**src/rtl/hdmi_pattern_generator.sv**
```systemverilog
// Test-pattern pixel source for the 720p HDMI link: re-times hsync/vsync/DE by
// two cycles and emits solid, colour-bar, gradient or bouncing-box pixels.
module hdmi_pattern_generator #(
  parameter int          H_ACTIVE    = 1280,
  parameter int          V_ACTIVE    = 720,
  parameter int          BOX_SIZE    = 64,
  parameter int          BOX_STEP    = 4,
  parameter logic [23:0] SOLID_COLOR = 24'hFF6432,
  parameter logic [23:0] BOX_COLOR   = 24'hFFFFFF
) (
  input  logic        clock74,
  input  logic        reset,
  input  logic        hsync_in,
  input  logic        vsync_in,
  input  logic        de_in,
  input  logic [1:0]  pattern_sel,
  output logic        hsync,
  output logic        vsync,
  output logic        data_enable,
  output logic [23:0] rgb_data
);
  localparam logic [10:0] LIM_X    = 11'(H_ACTIVE - BOX_SIZE);
  localparam logic [10:0] LIM_Y    = 11'(V_ACTIVE - BOX_SIZE);
  localparam logic [10:0] STEP     = 11'(BOX_STEP);
  localparam logic [11:0] SIZE     = 12'(BOX_SIZE);
  localparam logic [10:0] BAR_LAST = 11'(H_ACTIVE / 8 - 1);
  localparam logic [10:0] Y_MAX    = 11'h7FF;

  typedef enum logic {DIR_POS, DIR_NEG} dir_t;
  typedef struct packed {
    dir_t        dir;
    logic [10:0] pos;
  } axis_t;

  // One frame of box motion on one axis: clamp at the limit and bounce.
  function automatic axis_t step_axis(axis_t a, logic [10:0] lim);
    axis_t r;
    r = a;
    if (a.dir == DIR_POS) begin
      if ({1'b0, a.pos} + {1'b0, STEP} > {1'b0, lim}) begin
        r.pos = lim;
        r.dir = DIR_NEG;
      end else begin
        r.pos = a.pos + STEP;
      end
    end else begin
      if (a.pos < STEP) begin
        r.pos = '0;
        r.dir = DIR_POS;
      end else begin
        r.pos = a.pos - STEP;
      end
    end
    return r;
  endfunction

  function automatic logic [23:0] bar_color(logic [2:0] idx);
    case (idx)
      3'd0:    return 24'hFFFFFF;
      3'd1:    return 24'hFFFF00;
      3'd2:    return 24'h00FFFF;
      3'd3:    return 24'h00FF00;
      3'd4:    return 24'hFF00FF;
      3'd5:    return 24'hFF0000;
      3'd6:    return 24'h0000FF;
      default: return 24'h000000;
    endcase
  endfunction

  logic        hs_s1, vs_s1, de_s1;
  logic [10:0] x, y, bar_cnt;
  logic [2:0]  bar_idx;
  logic [7:0]  frame;
  logic [1:0]  active_sel;
  axis_t       box_x, box_y;
  logic        vs_rise;
  logic        in_box;
  logic [23:0] pixel;

  assign vs_rise = vsync_in & ~vs_s1;

  // Stage 1: registered syncs, pixel coordinates and per-frame state.
  // NOTE: every register in a clocked block uses <= so all flops update from
  // pre-edge values; a blocking assignment here would chain stages together.
  always_ff @(posedge clock74) begin
    if (reset) begin
      // NOTE: all state, not just the outputs, is cleared so a mid-frame reset
      // restarts the pattern from a known origin.
      hs_s1      <= 1'b0;
      vs_s1      <= 1'b0;
      de_s1      <= 1'b0;
      x          <= '0;
      y          <= '0;
      bar_cnt    <= '0;
      bar_idx    <= '0;
      frame      <= '0;
      active_sel <= '0;
      box_x      <= '{DIR_POS, 11'd0};
      box_y      <= '{DIR_POS, 11'd0};
    end else begin
      hs_s1 <= hsync_in;
      vs_s1 <= vsync_in;
      de_s1 <= de_in;
      if (vs_rise) begin
        // Frame boundary wins over any line activity in the same cycle.
        x          <= '0;
        y          <= '0;
        bar_cnt    <= '0;
        bar_idx    <= '0;
        frame      <= frame + 8'd1;
        active_sel <= pattern_sel;
        box_x      <= step_axis(box_x, LIM_X);
        box_y      <= step_axis(box_y, LIM_Y);
      end else if (de_in && de_s1) begin
        x <= x + 11'd1;
        if (bar_cnt == BAR_LAST) begin
          bar_cnt <= '0;
          if (bar_idx != 3'd7) bar_idx <= bar_idx + 3'd1;
        end else begin
          bar_cnt <= bar_cnt + 11'd1;
        end
      end else begin
        x       <= '0;
        bar_cnt <= '0;
        bar_idx <= '0;
        if (de_s1 && !de_in && y != Y_MAX) y <= y + 11'd1;
      end
    end
  end

  assign in_box = (x >= box_x.pos) && ({1'b0, x} < {1'b0, box_x.pos} + SIZE) &&
                  (y >= box_y.pos) && ({1'b0, y} < {1'b0, box_y.pos} + SIZE);

  // NOTE: pixel gets a default before the case so no path leaves it
  // unassigned, which would otherwise infer a latch.
  always_comb begin
    pixel = '0;
    if (de_s1) begin
      case (active_sel)
        2'd0:    pixel = SOLID_COLOR;
        2'd1:    pixel = bar_color(bar_idx);
        2'd2:    pixel = {x[7:0], y[7:0], frame};
        default: pixel = in_box ? BOX_COLOR : 24'h000000;
      endcase
    end
  end

  // Stage 2: colour register, syncs re-timed to match.
  always_ff @(posedge clock74) begin
    if (reset) begin
      hsync       <= 1'b0;
      vsync       <= 1'b0;
      data_enable <= 1'b0;
      rgb_data    <= '0;
    end else begin
      hsync       <= hs_s1;
      vsync       <= vs_s1;
      data_enable <= de_s1;
      rgb_data    <= pixel;
    end
  end
endmodule
```
**config.mk**
```make
export PLATFORM = sky130hd
export DESIGN_NAME = hdmi_pattern_generator
export DESIGN_NICKNAME = d
export VERILOG_FILES = /design/src/rtl/hdmi_pattern_generator.sv
export SDC_FILE = /design/constraint.sdc
export NUM_CORES = 1
export LEC_CHECK = 0
export BUFFER_PORTS_ARGS = -buffer_cell sky130_fd_sc_hd__buf_4
export CORE_MARGIN = 5
export CORE_UTILIZATION = 52
export CTS_CLUSTER_SIZE = 25
export DETAILED_ROUTE_END_ITERATION = 8
export HOLD_SLACK_MARGIN = 0.06
export PLACE_DENSITY = 0.8
export SYNTH_ARGS = -nofsm -noshare
export SYNTH_HDL_FRONTEND = slang
export SYNTH_SLANG_ARGS = --single-unit
```
**constraint.sdc**
```tcl
create_clock -name clock74 -period 4.5 [get_ports clock74]
set_clock_uncertainty 0.05 [all_clocks]
set_input_delay 0.225 -clock clock74 [delete_from_list [all_inputs] [get_ports clock74]]
set_output_delay 0.225 -clock clock74 [all_outputs]
set_load 0.05 [all_outputs]
```
# After elaboration in Yosys (flattened, before gate mapping)
# Index checks and enable logic that the tools add are counted.
classes:
  addsub: 13
  order_cmp: 8
  eq_ne: 11
  muxes: 13
  n_bitwise: 4
  reduce_logical: 15
ops:
  columns: ["cell", "count"]
  rows:
  - ["24-bit case mux with 7 select lines", 1]
  - ["24-bit case mux with 3 select lines", 1]
  - ["11-bit two-way mux", 4]
  - ["11-bit by 1-bit adder with 11-bit output, second input constant", 3]
  - ["11-bit by 3-bit adder with 12-bit output, second input constant", 2]
  - ["11-bit by 7-bit adder with 12-bit output, second input constant", 2]
  - ["11-bit by 12-bit less-than comparator with 1-bit output", 2]
  - ["12-bit two-way mux", 2]
  - ["24-bit two-way mux", 1]
  - ["11-bit by 3-bit adder with 11-bit output, second input constant", 2]
  - ["11-bit >= comparator", 2]
  - ["11-bit by 3-bit less-than comparator with 1-bit output, second input constant", 2]
  - ["11-bit by 3-bit subtractor with 11-bit output, second input constant", 2]
  - ["12-bit by 10-bit > comparator with 1-bit output, second input constant", 1]
  - ["12-bit by 11-bit > comparator with 1-bit output, second input constant", 1]
  - ["11-bit by 8-bit equality test with 1-bit output, second input constant", 1]
  - ["11-bit inequality test, second input constant", 1]
  - ["3-bit equality test, second input constant", 3]
  - ["8-bit by 1-bit adder with 8-bit output, second input constant", 1]
  - ["3-bit by 2-bit equality test with 1-bit output, second input constant", 2]
  - ["1-bit logical AND", 6]
  - ["1-bit two-way mux", 4]
  - ["2-bit AND reduction", 2]
  - ["2-bit OR reduction", 2]
  - ["12 further kinds", 14]
totals:
  regBits: 100
  input_bits: 7
  wordCells: 81

# Longest topological paths before layout
logic_depth:
  depth_word: 7
  ltp_mapped: 13

# Worst setup path before layout
# No wires, ideal clock.
synth_timing:
  kind: "register -> register"
  from: "register box_x[6] (netlist bit)"
  to: "register rgb_data[13]"
  arrival_ns: 2.789
  required_time_ns: 4.374
  setup_slack_ns: 1.585
  path_stages_with_launch: 13
  path_buffers: 2
  period_less_slack_ns: 2.915
  cell_sequence: "dfxtp_1 -> clkbuf_1 -> inv_1 -> ha_1 -> inv_1 -> ha_1 -> a21o_1 -> a221o_1 -> a2111oi_2 -> o221ai_1 -> a311o_2 -> buf_6 -> a31oi_1"
synth_between:
  elab_chain_len: 7
  elab_cells_between_ends: 8
synth_lines:
  columns: ["element", "line_no", "rtl"]
  rows:
  - ["start, declared", "75", "axis_t box_x, box_y;"]
  - ["start signal, assigned", "98", "box_x <= '{DIR_POS, 11'd0};"]
  - ["start signal, assigned", "112", "box_x <= step_axis(box_x, LIM_X);"]
  - ["11-bit by 7-bit adder with 12-bit output", "131", "assign in_box = (x >= box_x.pos) && ({1'b0, x} < {1'b0, box_x.pos} + SIZE) &&"]
  - ["11-bit by 12-bit less-than comparator with 1-bit output", "131", null]
  - ["1-bit logical AND (*) (2 in series)", "131", null]
  - ["1-bit logical AND (*)", "132", "(y >= box_y.pos) && ({1'b0, y} < {1'b0, box_y.pos} + SIZE);"]
  - ["24-bit two-way mux (*)", "143", "default: pixel = in_box ? BOX_COLOR : 24'h000000;"]
  - ["24-bit case mux with 3 select lines (*)", "139", "case (active_sel)"]
  - ["end signal, assigned", "159", "rgb_data <= pixel;"]
  - ["end, declared", "20", "output logic [23:0] rgb_data"]
# Mark *: on every way between the ends. The rest lies on a longest branch, timed or not.
# A chain may end at the register's enable or synchronous reset.

# Worst setup path after layout
layout_timing:
  from: "register box_x[8] (netlist bit)"
  to: "register rgb_data[23]"
# The elaborated chain is that of the path after synthesis.

==> impl_metrics.yaml <==
clocking:
  clock_tree.htree_level_count: 3
  cts-buffers-inserted: 9
  clock_latency_ps: 380
  cts_root_buffer: "clkbuf_8"
  cts_tree: "done"
  cts.clk_slew.worst_paths_ps: 90
  cts_num_sinks: 96
  max-clock-path-buffers: 2
global_route:
  vias_in_the_first_global_route: 4907
  grt.overflow.total: 0
  grt_antenna_before_repair: 0
  grt_util_all_layers_pct: 21.2
  grt_start_max_net_pins: 33
  grt_pass1_wl_um: 22900
die:
  placementRows: 38
  io_pins: 34
  dieWidth_um: 115
  fp.dieArea_mm2: 0.0131
  dieHeight_um: 115
  initial_utilization_pct: 52.6
  core-area_mm2: 0.0108
timing:
  layout_worst_path_cycle_share_pct: 75.4
  headroom_to_the_max_slew_limit_pct: 28.0
  final_max_slew_viol_count: 0
  layout_setup_ws_ps: 1110
  finalCriticalPeriod_ps: 3390
  final-hold-violation-count: 0
  tightest_slew_ps: 1070
  max_freq_ghz: 0.295
  fin_setup_tns_ps: 0
  setup_viol: 0
  grt_setup_unrepaired: "false"
final_layout:
  antenna_cells: 0
  area.growth.synth_to_final_pct: 8.81
  finish.net_count: 773
  layout-drive-gt1-share_pct: 8.46
  fin_area_mm2: 0.00618
pwr:
  powerDensity_mw_per_mm2: 304
  leak_nw: 2.31
  finalPower_w: 0.00188
  irDropWorstVdd_mv: 0.190
routing:
  met3WireLength_um: 897
  postRouteWirelength_um: 13900
  wirelength_met1_um: 6180
  detail_route.vias_per_cell: 6.15
  dr.max_layer_used: "met4"
  router_iterations_before_antenna_repair: 7
  drt.antenna.violating_nets: 0
  detailroute.via_count: 5298
  drc: 0
  avgRoutedWirePerCell_um: 16.2
  detailroute.wirelength.met2_um: 6590
  first_iter_violations: 640
logic_synthesis:
  syn_avg_cell_area_um2: 8.06
  synth_edf_count: 0
  synth-seq-area-share_pct: 33.8
  syn_nets: 762
  synth_top_flop_cell: "dfxtp_1"
  mappedNetlistArea_mm2: 0.00568
  async_flop_share_pct: 0
  yosys.cell_types.count: 67
  syn_inst: 705
  yosys_warnings: 0
  ys_seq_elements: 96
outcome:
  outcome: "finished clean"
critical_path:
  startpoint_type: "flop"
  timing.critical_path.arrival_ps: 3630
  critical_path.max_fanout: 24
  cp.required_ps: 4740
  criticalPathCategory: "reg2reg"
  timing.critical_path.to_type: "flop"
run:
  maxCapViolations: 0
place:
  detailedPlace.worstSlack_ps: 1140
  gpl.final_weighted_congestion: 0.930
  dp_hpwl_um: 9890
  portBuffers: 33
  dpl-instance-area_mm2: 0.00595
min_path:
  worstHoldPathType: "in2reg"
worst max-delay path, cell delays in order, from the launching register on:
cell	delay (ps)
dfxtp_1	560
and2_0	350
nand2_1	110
xnor2_1	130
ha_1	290
and2_0	170
a221o_1	310
a2111oi_2	350
o221ai_1	180
a311o_2	580
a31oi_1	220
what timing repair did:
item,4_1_cts,5_1_grt
buffers inserted,0,0
endpoints found under the hold margin,4,0
hold buffers,4,0
gates resized for setup,0,0
routing by layer:
metal	up-vias	global-route usage, %
met5	-	0
met3	27	3.33
li1	2561	-
met4	0	8.16
met2	225	35.2
met1	2485	27.7
final timing paths:
path,from,depth (start not counted),to,slack [ps]
min reg2reg,hs_s1$_SDFF_PP0_,1,hsync$_SDFF_PP0_,400
max reg2reg,box_x[8]$_SDFFE_PP0P_,10,rgb_data[23]$_SDFF_PP0_,1110
max,box_x[8]$_SDFFE_PP0P_,10,rgb_data[23]$_SDFF_PP0_,1110
min,de_in,3,de_s1$_SDFF_PP0_,100
cell usage after synthesis (3+ instances only):
cell type / instances / share of area [%]
or3_1: 11 / 1.2
clkbuf_1: 29 / 1.9
o221ai_1: 4 / 0.62
inv_1: 44 / 2.9
o22ai_1: 5 / 0.55
nand4_1: 17 / 1.9
o211ai_1: 6 / 0.79
a21oi_1: 52 / 4.6
a31oi_1: 21 / 2.3
nand3_1: 24 / 2.1
a21boi_0: 8 / 1.1
xor2_1: 14 / 2.2
nor2_1: 68 / 4.5
nor3_1: 16 / 1.4
o21ai_0: 32 / 2.8
o2111ai_1: 4 / 0.62
o21a_1: 4 / 0.53
a211oi_1: 3 / 0.40
o31ai_1: 4 / 0.53
nand2b_1: 3 / 0.33
dfxtp_1: 96 / 34
a22oi_1: 3 / 0.40
ha_1: 50 / 11
o32ai_1: 4 / 0.62
nand2_1: 67 / 4.4
and4_1: 5 / 0.77
a221oi_1: 4 / 0.62
xnor2_1: 26 / 4.0
nor4_1: 7 / 0.77
a21o_1: 4 / 0.53
nor2b_1: 5 / 0.55
buf_2: 7 / 0.62
o311ai_0: 3 / 0.46
and3_1: 9 / 0.99
sequential cells by signal, indices dropped and copies added (netlist names), 2 cells and up:
signal / cells
rgb_data: 24
bar_cnt: 11
x: 11
y: 11
box_x: 10
box_y: 10
frame: 8
bar_idx: 3
active_sel: 2
where the power goes:
part | leakage, nW | switching, W | total, W | internal [W]
registers | 0.780 | 0.0000703 | 0.000951 | 0.000881
clock network | 0.0959 | 0.000319 | 0.000554 | 0.000234
logic | 1.44 | 0.000230 | 0.000374 | 0.000144
total | 2.31 | 0.000620 | 0.00188 | 0.00126
through the flow:
step	hold slack, ps	utilization, %	instances
after floorplan	254	-	705
after global placement	367	55.1	841
after CTS	86.4	57.3	861
after global routing	109	57.3	861
after detailed placement	385	55.1	841
final	98.2	57.3	861
layout by cell type (no fill, tap or decap), types with 3 or more instances in the layout:
| master | instances |
|---|---|
| o21ai_0 | 32 |
| ha_1 | 50 |
| o211ai_1 | 6 |
| o2111ai_1 | 4 |
| o311ai_0 | 3 |
| xnor2_1 | 26 |
| nor2b_1 | 5 |
| o221ai_1 | 4 |
| nand4_1 | 17 |
| a21boi_0 | 8 |
| a22oi_1 | 3 |
| inv_1 | 44 |
| a211oi_1 | 3 |
| xor2_1 | 14 |
| dfxtp_1 | 96 |
| buf_4 | 36 |
| or3_1 | 11 |
| and4_1 | 5 |
| a21oi_1 | 52 |
| o32ai_1 | 4 |
| nor4_1 | 7 |
| nand2b_1 | 3 |
| a31oi_1 | 21 |
| clkbuf_8 | 11 |
| nand2_1 | 67 |
| o31ai_1 | 4 |
| nand3_1 | 24 |
| o21a_1 | 4 |
| and3_1 | 9 |
| dlygate4sd3_1 | 4 |
| a21o_1 | 4 |
| nor3_1 | 16 |
| o22ai_1 | 5 |
| a221oi_1 | 4 |
| nor2_1 | 68 |
cell families (layout without fill, tap and decap cells):
| group | count (synthesis) | in the layout | share of synthesized area [%] |
|---|---|---|---|
| adder cells (fa/ha/maj) | 50 | 50 | 11.0 |
| AO/OA/AOI/OAI | 184 | 184 | 21.4 |
| buffers and inverters | 86 | 102 | 6.12 |
| AND/OR/NAND/NOR | 247 | 247 | 21.1 |
| flip-flops | 96 | 96 | 33.8 |
| XOR/XNOR | 40 | 40 | 6.17 |
| multiplexers | 2 | 2 | 0.352 |
area by class of cell:
class | instances | area [um^2]
fill | 970 | 4610
multi-input combinational | 523 | 3410
sequential | 96 | 1920
timing repair buffer | 40 | 310
tap | 140 | 175
inverter | 46 | 173
clock buffer | 11 | 151
clock inverter | 5 | 38.8
Power figures use the tool's default switching activity.
